==> src/rtl/mul_div_unit_if.sv <==
`default_nettype none
// ============================================================================
// Module   : mul_div_unit_if
// Brief    : Issue/result bundle between the execute stage and mul_div_unit.
// Revision : 1.0  initial release
// ============================================================================
interface mul_div_unit_if;
    logic        start;
    logic [2:0]  op;
    logic [31:0] a;
    logic [31:0] b;
    logic        busy;
    logic        done;
    logic        div_by_zero;
    logic [31:0] hi;
    logic [31:0] lo;

    modport master (
        output start, op, a, b,
        input  busy, done, div_by_zero, hi, lo
    );

    modport slave (
        input  start, op, a, b,
        output busy, done, div_by_zero, hi, lo
    );
endinterface
`default_nettype wire

==> src/rtl/mul_div_unit.sv <==
`default_nettype none
// ============================================================================
// Module   : mul_div_unit
// Brief    : Iterative 32-bit mult/multu/div/divu plus mthi/mtlo, owning HI/LO.
// Revision : 1.0  initial release
// ============================================================================
module mul_div_unit (
    input  wire logic      clk,
    input  wire logic      rst,
    mul_div_unit_if.slave  bus
);
    localparam logic [2:0] C_OP_MULT  = 3'd0;
    localparam logic [2:0] C_OP_MULTU = 3'd1;
    localparam logic [2:0] C_OP_DIV   = 3'd2;
    localparam logic [2:0] C_OP_DIVU  = 3'd3;
    localparam logic [2:0] C_OP_MTHI  = 3'd4;
    localparam logic [2:0] C_OP_MTLO  = 3'd5;

    typedef enum logic [1:0] {
        S_IDLE = 2'd0,
        S_RUN  = 2'd1,
        S_FIX  = 2'd2
    } state_t;

    state_t      r_state;
    logic [4:0]  r_cnt;
    logic [31:0] r_acc;      // P_hi for multiply, partial remainder for divide
    logic [31:0] r_q;        // P_lo for multiply, quotient for divide
    logic [31:0] r_opnd;     // multiplicand or divisor magnitude
    logic        r_is_div;
    logic        r_neg_res;
    logic        r_neg_a;
    logic        r_busy;
    logic        r_done;
    logic        r_dbz;
    logic [31:0] r_hi;
    logic [31:0] r_lo;

    logic        w_signed;
    logic [31:0] w_abs_a;
    logic [31:0] w_abs_b;
    logic [32:0] w_mul_sum;
    logic [32:0] w_shift_r;
    logic [32:0] w_trial;
    logic [63:0] w_prod;
    logic [63:0] w_prod_fix;
    logic [31:0] w_quo_fix;
    logic [31:0] w_rem_fix;

    always_comb begin
        w_signed   = (bus.op == C_OP_MULT) || (bus.op == C_OP_DIV);
        w_abs_a    = (w_signed && bus.a[31]) ? (32'd0 - bus.a) : bus.a;
        w_abs_b    = (w_signed && bus.b[31]) ? (32'd0 - bus.b) : bus.b;
        w_mul_sum  = {1'b0, r_acc} + (r_q[0] ? {1'b0, r_opnd} : 33'd0);
        w_shift_r  = {r_acc, r_q[31]};
        w_trial    = w_shift_r - {1'b0, r_opnd};
        w_prod     = {r_acc, r_q};
        w_prod_fix = r_neg_res ? (64'd0 - w_prod) : w_prod;
        w_quo_fix  = r_neg_res ? (32'd0 - r_q) : r_q;
        w_rem_fix  = r_neg_a ? (32'd0 - r_acc) : r_acc;
    end

    always_ff @(posedge clk or posedge rst) begin
        if (rst) begin
            r_state   <= S_IDLE;
            r_cnt     <= 5'd0;
            r_acc     <= 32'd0;
            r_q       <= 32'd0;
            r_opnd    <= 32'd0;
            r_is_div  <= 1'b0;
            r_neg_res <= 1'b0;
            r_neg_a   <= 1'b0;
            r_busy    <= 1'b0;
            r_done    <= 1'b0;
            r_dbz     <= 1'b0;
            r_hi      <= 32'd0;
            r_lo      <= 32'd0;
        end else begin
            r_done <= 1'b0;
            case (r_state)
                S_IDLE: begin
                    if (bus.start) begin
                        case (bus.op)
                            C_OP_MTHI: begin
                                r_hi   <= bus.a;
                                r_dbz  <= 1'b0;
                                r_done <= 1'b1;
                            end
                            C_OP_MTLO: begin
                                r_lo   <= bus.a;
                                r_dbz  <= 1'b0;
                                r_done <= 1'b1;
                            end
                            C_OP_MULT, C_OP_MULTU: begin
                                r_acc     <= 32'd0;
                                r_q       <= w_abs_b;
                                r_opnd    <= w_abs_a;
                                r_is_div  <= 1'b0;
                                r_neg_res <= w_signed && (bus.a[31] ^ bus.b[31]);
                                r_neg_a   <= w_signed && bus.a[31];
                                r_cnt     <= 5'd0;
                                r_dbz     <= 1'b0;
                                r_busy    <= 1'b1;
                                r_state   <= S_RUN;
                            end
                            C_OP_DIV, C_OP_DIVU: begin
                                if (bus.b == 32'd0) begin
                                    // Zero divisor: flag it and leave HI/LO untouched
                                    r_dbz  <= 1'b1;
                                    r_done <= 1'b1;
                                end else begin
                                    r_acc     <= 32'd0;
                                    r_q       <= w_abs_a;
                                    r_opnd    <= w_abs_b;
                                    r_is_div  <= 1'b1;
                                    r_neg_res <= w_signed && (bus.a[31] ^ bus.b[31]);
                                    r_neg_a   <= w_signed && bus.a[31];
                                    r_cnt     <= 5'd0;
                                    r_dbz     <= 1'b0;
                                    r_busy    <= 1'b1;
                                    r_state   <= S_RUN;
                                end
                            end
                            default: ;
                        endcase
                    end
                end
                S_RUN: begin
                    if (r_is_div) begin
                        // Non-negative trial keeps the difference; otherwise restore
                        if (!w_trial[32]) begin
                            r_acc <= w_trial[31:0];
                            r_q   <= {r_q[30:0], 1'b1};
                        end else begin
                            r_acc <= w_shift_r[31:0];
                            r_q   <= {r_q[30:0], 1'b0};
                        end
                    end else begin
                        r_acc <= w_mul_sum[32:1];
                        r_q   <= {w_mul_sum[0], r_q[31:1]};
                    end
                    r_cnt <= r_cnt + 5'd1;
                    if (r_cnt == 5'd31) begin
                        r_state <= S_FIX;
                    end
                end
                S_FIX: begin
                    if (r_is_div) begin
                        r_lo <= w_quo_fix;
                        r_hi <= w_rem_fix;
                    end else begin
                        r_hi <= w_prod_fix[63:32];
                        r_lo <= w_prod_fix[31:0];
                    end
                    r_busy  <= 1'b0;
                    r_done  <= 1'b1;
                    r_state <= S_IDLE;
                end
                default: r_state <= S_IDLE;
            endcase
        end
    end

    assign bus.busy        = r_busy;
    assign bus.done        = r_done;
    assign bus.div_by_zero = r_dbz;
    assign bus.hi          = r_hi;
    assign bus.lo          = r_lo;
endmodule
`default_nettype wire

==> src/flat_wrapper.sv <==
// flat-port wrapper written by rule: the top's interface ports become plain ports
module mul_div_unit_flat 
  (clk, rst, bus_start, bus_op, bus_a, bus_b, bus_busy, bus_done, bus_div_by_zero, bus_hi, bus_lo);
  mul_div_unit_if bus_i ();
  input  wire logic clk;
  input  wire logic rst;
  input wire logic [$bits(bus_i.start)-1:0] bus_start;
  input wire logic [$bits(bus_i.op)-1:0] bus_op;
  input wire logic [$bits(bus_i.a)-1:0] bus_a;
  input wire logic [$bits(bus_i.b)-1:0] bus_b;
  output wire logic [$bits(bus_i.busy)-1:0] bus_busy;
  output wire logic [$bits(bus_i.done)-1:0] bus_done;
  output wire logic [$bits(bus_i.div_by_zero)-1:0] bus_div_by_zero;
  output wire logic [$bits(bus_i.hi)-1:0] bus_hi;
  output wire logic [$bits(bus_i.lo)-1:0] bus_lo;
  assign bus_i.start = bus_start;
  assign bus_i.op = bus_op;
  assign bus_i.a = bus_a;
  assign bus_i.b = bus_b;
  assign bus_busy = bus_i.busy;
  assign bus_done = bus_i.done;
  assign bus_div_by_zero = bus_i.div_by_zero;
  assign bus_hi = bus_i.hi;
  assign bus_lo = bus_i.lo;
  mul_div_unit u_core (.clk(clk), .rst(rst), .bus(bus_i));
endmodule
==> config.mk <==
export PLATFORM = sky130hd
export DESIGN_NAME = mul_div_unit_flat
export DESIGN_NICKNAME = d
export VERILOG_FILES = /design/src/rtl/mul_div_unit_if.sv /design/src/rtl/mul_div_unit.sv /design/src/flat_wrapper.sv
export SDC_FILE = /design/constraint.sdc
export NUM_CORES = 1
export LEC_CHECK = 0
export ABC_AREA = 1
export CORE_MARGIN = 2
export CORE_UTILIZATION = 50
export CTS_CLUSTER_DIAMETER = 150
export DETAILED_ROUTE_END_ITERATION = 16
export PLACE_DENSITY_LB_ADDON = 0.12
export SETUP_SLACK_MARGIN = 0.02
export SLEW_MARGIN = 20
export SYNTH_ARGS = -nofsm -noshare
export SYNTH_HDL_FRONTEND = slang
export SYNTH_SLANG_ARGS = --single-unit
==> constraint.sdc <==
create_clock -name clk -period 5.51 [get_ports clk]
set_input_delay 1.102 -clock clk [delete_from_list [all_inputs] [get_ports clk]]
set_output_delay 1.102 -clock clk [all_outputs]
set_load 0.03 [all_outputs]
==> flow_metrics.py <==
metrics = {
    "yosys": {
        "synth-async-reset-ratio_pct": 100.0,
        "syn-mean-instance-area_sq_um": 5.850,
        "synth_cell_types": 57,
        "synth.largest_area_cell": "dfrtp_1",
        "yosysMostFrequentCell": "nand2_1",
        "synth_warnings": 0,
        "syn_inst": 3122,
        "synth_ff_type": "dfrtp_1",
        "syn-num-nets": 3264,
        "synth_seq_cells": 173,
        "netlist.area_leader.share_pct": 23.71,
        "yosys-top-cells-count": "nand2_1 (1,032), inv_1 (430), nand3_1 (324)",
        "synth_edf_count": 0,
        "synth.cell_area_sq_um": 18260,
        "ys_seq_area_share_pct": 23.71,
        "synth_area_leaders": "dfrtp_1 (24%), nand2_1 (21%), nand3_1 (8.9%)",
    },
    "flow_run": {
        "maxCapViolations": 0,
    },
    "timing": {
        "finalHoldViolations": 0,
        "relSlewSlack_pct": 24.55,
        "fin_ws_ns": 1.984,
        "setup_violations": 0,
        "worst_pin_slew_ns": 1.128,
        "final_max_slew_viol_count": 0,
        "period_share_pct": 63.99,
        "skew_ns": 0.01734,
        "fin_crit_ns": 3.526,
        "tns_ns": 0,
        "rsz0062_at_grt": "false",
        "clock.fmax_mhz": 283.6,
        "hold_ws_ns": 0.5037,
    },
    "clock_tree": {
        "post_cts_resize_count": 0,
        "cts_hold_buf": 0,
        "post_cts_buffers": 0,
        "clock_latency_ns": 0.48,
        "numCtsBuffers": 17,
        "cts.reportedPaths.clkPinSlew_ns": 0.08,
        "clock_path_buffers": 2,
        "cts_tree": "done",
        "cts.sinks": 173,
        "htreeDepth": 4,
        "cts_root_buf": "clkbuf_16",
    },
    "route": {
        "wl_per_cell_um": 22.09,
        "drtPass1Iterations": 8,
        "drtIter0Drc": 2554,
        "vias": 22140,
        "wl_met3_um": 8776,
        "dr_wl_met2_um": 35840,
        "drt-vias-per-instance": 6.029,
        "drt-total-wl_um": 81130,
        "top_layer": "met5",
        "wirelength_met1_um": 29770,
        "antenna_left": 0,
        "drc": 0,
    },
    "pwr": {
        "p_int_mw": 5.787,
        "p_seq_share_pct": 20.7,
        "p_comb_share_pct": 69.5,
        "power_leakage_nw": 10.51,
        "switching_power_mw": 8.339,
        "power_density_nw_per_um2": 687.8,
        "ir_worst_vdd_v": 0.0003975,
        "switching_share_pct": 59.03,
        "pwr-share-clk_pct": 9.8,
    },
    "setup_path": {
        "cp.arrival_ns": 3.95,
        "startpoint_type": "input pin",
        "path_class": "input pin to register",
        "cp.required_ns": 5.93,
        "path_max_fanout": 37,
        "end_kind": "register",
    },
    "die": {
        "dieHeight_um": 195.1,
        "row_count": 69,
        "die_x_um": 195.1,
        "num_io_pins": 137,
        "core_sq_um": 35740,
        "start_util_pct": 51.10,
        "dieArea_sq_um": 38070,
    },
    "layout": {
        "area_growth_pct": 12.47,
        "layout.nets": 3340,
        "antenna_cells": 0,
        "final_layout_size_suffix_gt1_share_pct": 4.734,
    },
    "grt": {
        "grt_pass1_wl_um": 121100,
        "antenna_found_initial": 3,
        "grt_max_degree": 94,
        "grt_pass1_vias": 20680,
        "grt_overflow": 0,
        "grtUsageTotal_pct": 42.24,
    },
    "outcome": {
        "status": "completed",
    },
    "placement": {
        "io_buffers": 136,
        "place_ws_ns": 1.122,
        "place_congestion": 1.069,
        "dp_hpwl_um": 64200,
    },
    "worst_hold_path": {
        "hp-class": "register to register",
    },
}
==> worst paths after layout <==
| path | depth (start not counted) | to | startpoint | slack, ns |
|---|---|---|---|---|
| worst min-delay path | 2 | u_core.bus.lo[2] | u_core.bus.lo[2] | 0.50 |
| max in group asynchronous | 3 | u_core.bus.lo[2] | rst | 3.30 |
| worst max-delay path | 10 | u_core.r_q[9] | bus_op[2] | 1.98 |
| min in group asynchronous | 2 | u_core.bus.hi[4] | rst | 1.04 |
| worst min register to register | 2 | u_core.bus.lo[2] | u_core.bus.lo[2] | 0.50 |
| worst max register to register | 15 | u_core.r_acc[9] | u_core.r_q[0] | 2.08 |
==> layout by cell type, fill, tap and decap left out, drive strengths merged, types with 2 or more instances in the layout <==
master | synthesis | routed
a21boi | 15 | 15
a21o | 4 | 4
a21oi | 143 | 143
a22o | 3 | 3
a31oi | 2 | 2
and2 | 3 | 3
buf | 43 | 19
bufinv | 0 | 2
clkbuf | 55 | 18
clkdlybuf4s50 | 0 | 136
clkinv | 4 | 7
clkinvlp | 0 | 2
dfrtp | 173 | 173
fa | 2 | 2
ha | 70 | 70
inv | 447 | 454
nand2 | 1053 | 1053
nand3 | 332 | 332
nand3b | 13 | 13
nand4 | 40 | 40
nor2 | 314 | 314
nor3 | 34 | 34
nor4 | 8 | 8
o211ai | 43 | 43
o21a | 5 | 5
o21ai | 202 | 202
o21bai | 19 | 19
o221ai | 13 | 13
o22ai | 16 | 16
or2 | 13 | 13
xnor2 | 12 | 12
xor2 | 33 | 33
==> power by group through the flow <==
stage	sequential (mW)	combinational [mW]	clock, mW
after floorplan	2.68	6.63	0
after global placement	2.85	9.41	0
after detailed placement	2.86	9.55	0
after CTS	2.85	9.61	1.38
after global routing	2.92	10.9	1.41
final	2.92	9.82	1.38
==> critical path, stage by stage <==
cell	delay, ns
clkdlybuf4s50_1	0.54
nor2_2	0.30
nand2_1	0.39
inv_2	0.64
nand2_1	0.14
xor2_1	0.40
nor2_1	0.09
o21ai_0	0.18
nand2_1	0.07
nand2_1	0.07
==> state kept, by name, indices dropped and copies added, names as in the netlist <==
signal and cells:
u_core.bus.busy 1, u_core.bus.div_by_zero 1, u_core.bus.done 1, u_core.bus.hi 32
u_core.bus.lo 32, u_core.r_acc 32, u_core.r_cnt 5, u_core.r_is_div 1
u_core.r_neg_a 1, u_core.r_neg_res 1, u_core.r_opnd 32, u_core.r_q 32
u_core.r_state 2
==> area by class of cell <==
type / count / area (sq um)
Timing Repair Buffer: 155 / 1516
Sequential cell: 173 / 4330
Tap cell: 461 / 576.8
Inverter: 451 / 1699
Multi-Input combinational cell: 2400 / 11780
Fill cell: 3686 / 15200
Clock buffer: 18 / 439.2
Clock inverter: 14 / 196.4
==> layer usage <==
layer  GRT usage [%]  vias up
met1           50.81    10220
met5               0        -
met2           66.77     1372
met3           9.741      346
li1                -    10190
met4           30.08        4
==> per-stage QoR <==
step	power, mW	cell area (sq um)	instances	util (%)
after global placement	12.26	19900	3640	55.67
after global routing	15.20	20540	3672	57.47
final	14.13	20540	3672	57.47
after floorplan	9.309	18270	3122	-
after detailed placement	12.41	19900	3640	55.67
after CTS	13.83	20530	3672	57.45
==> kinds of logic (layout without fill, tap and decap cells) <==
group                    after synthesis  after routing  share of synthesized area (%)
adder cells (fa/ha/maj)               72             72                          5.015
AND/OR/NAND/NOR                     1813           1813                          42.48
buffers and inverters                549            638                          11.93
flip-flops                           173            173                          23.71
XOR/XNOR                              45             45                          2.158
multiplexers                           1              1                        0.06166
AO/OA/AOI/OAI                        469            469                          14.65
(Power assumes the default switching activity.)
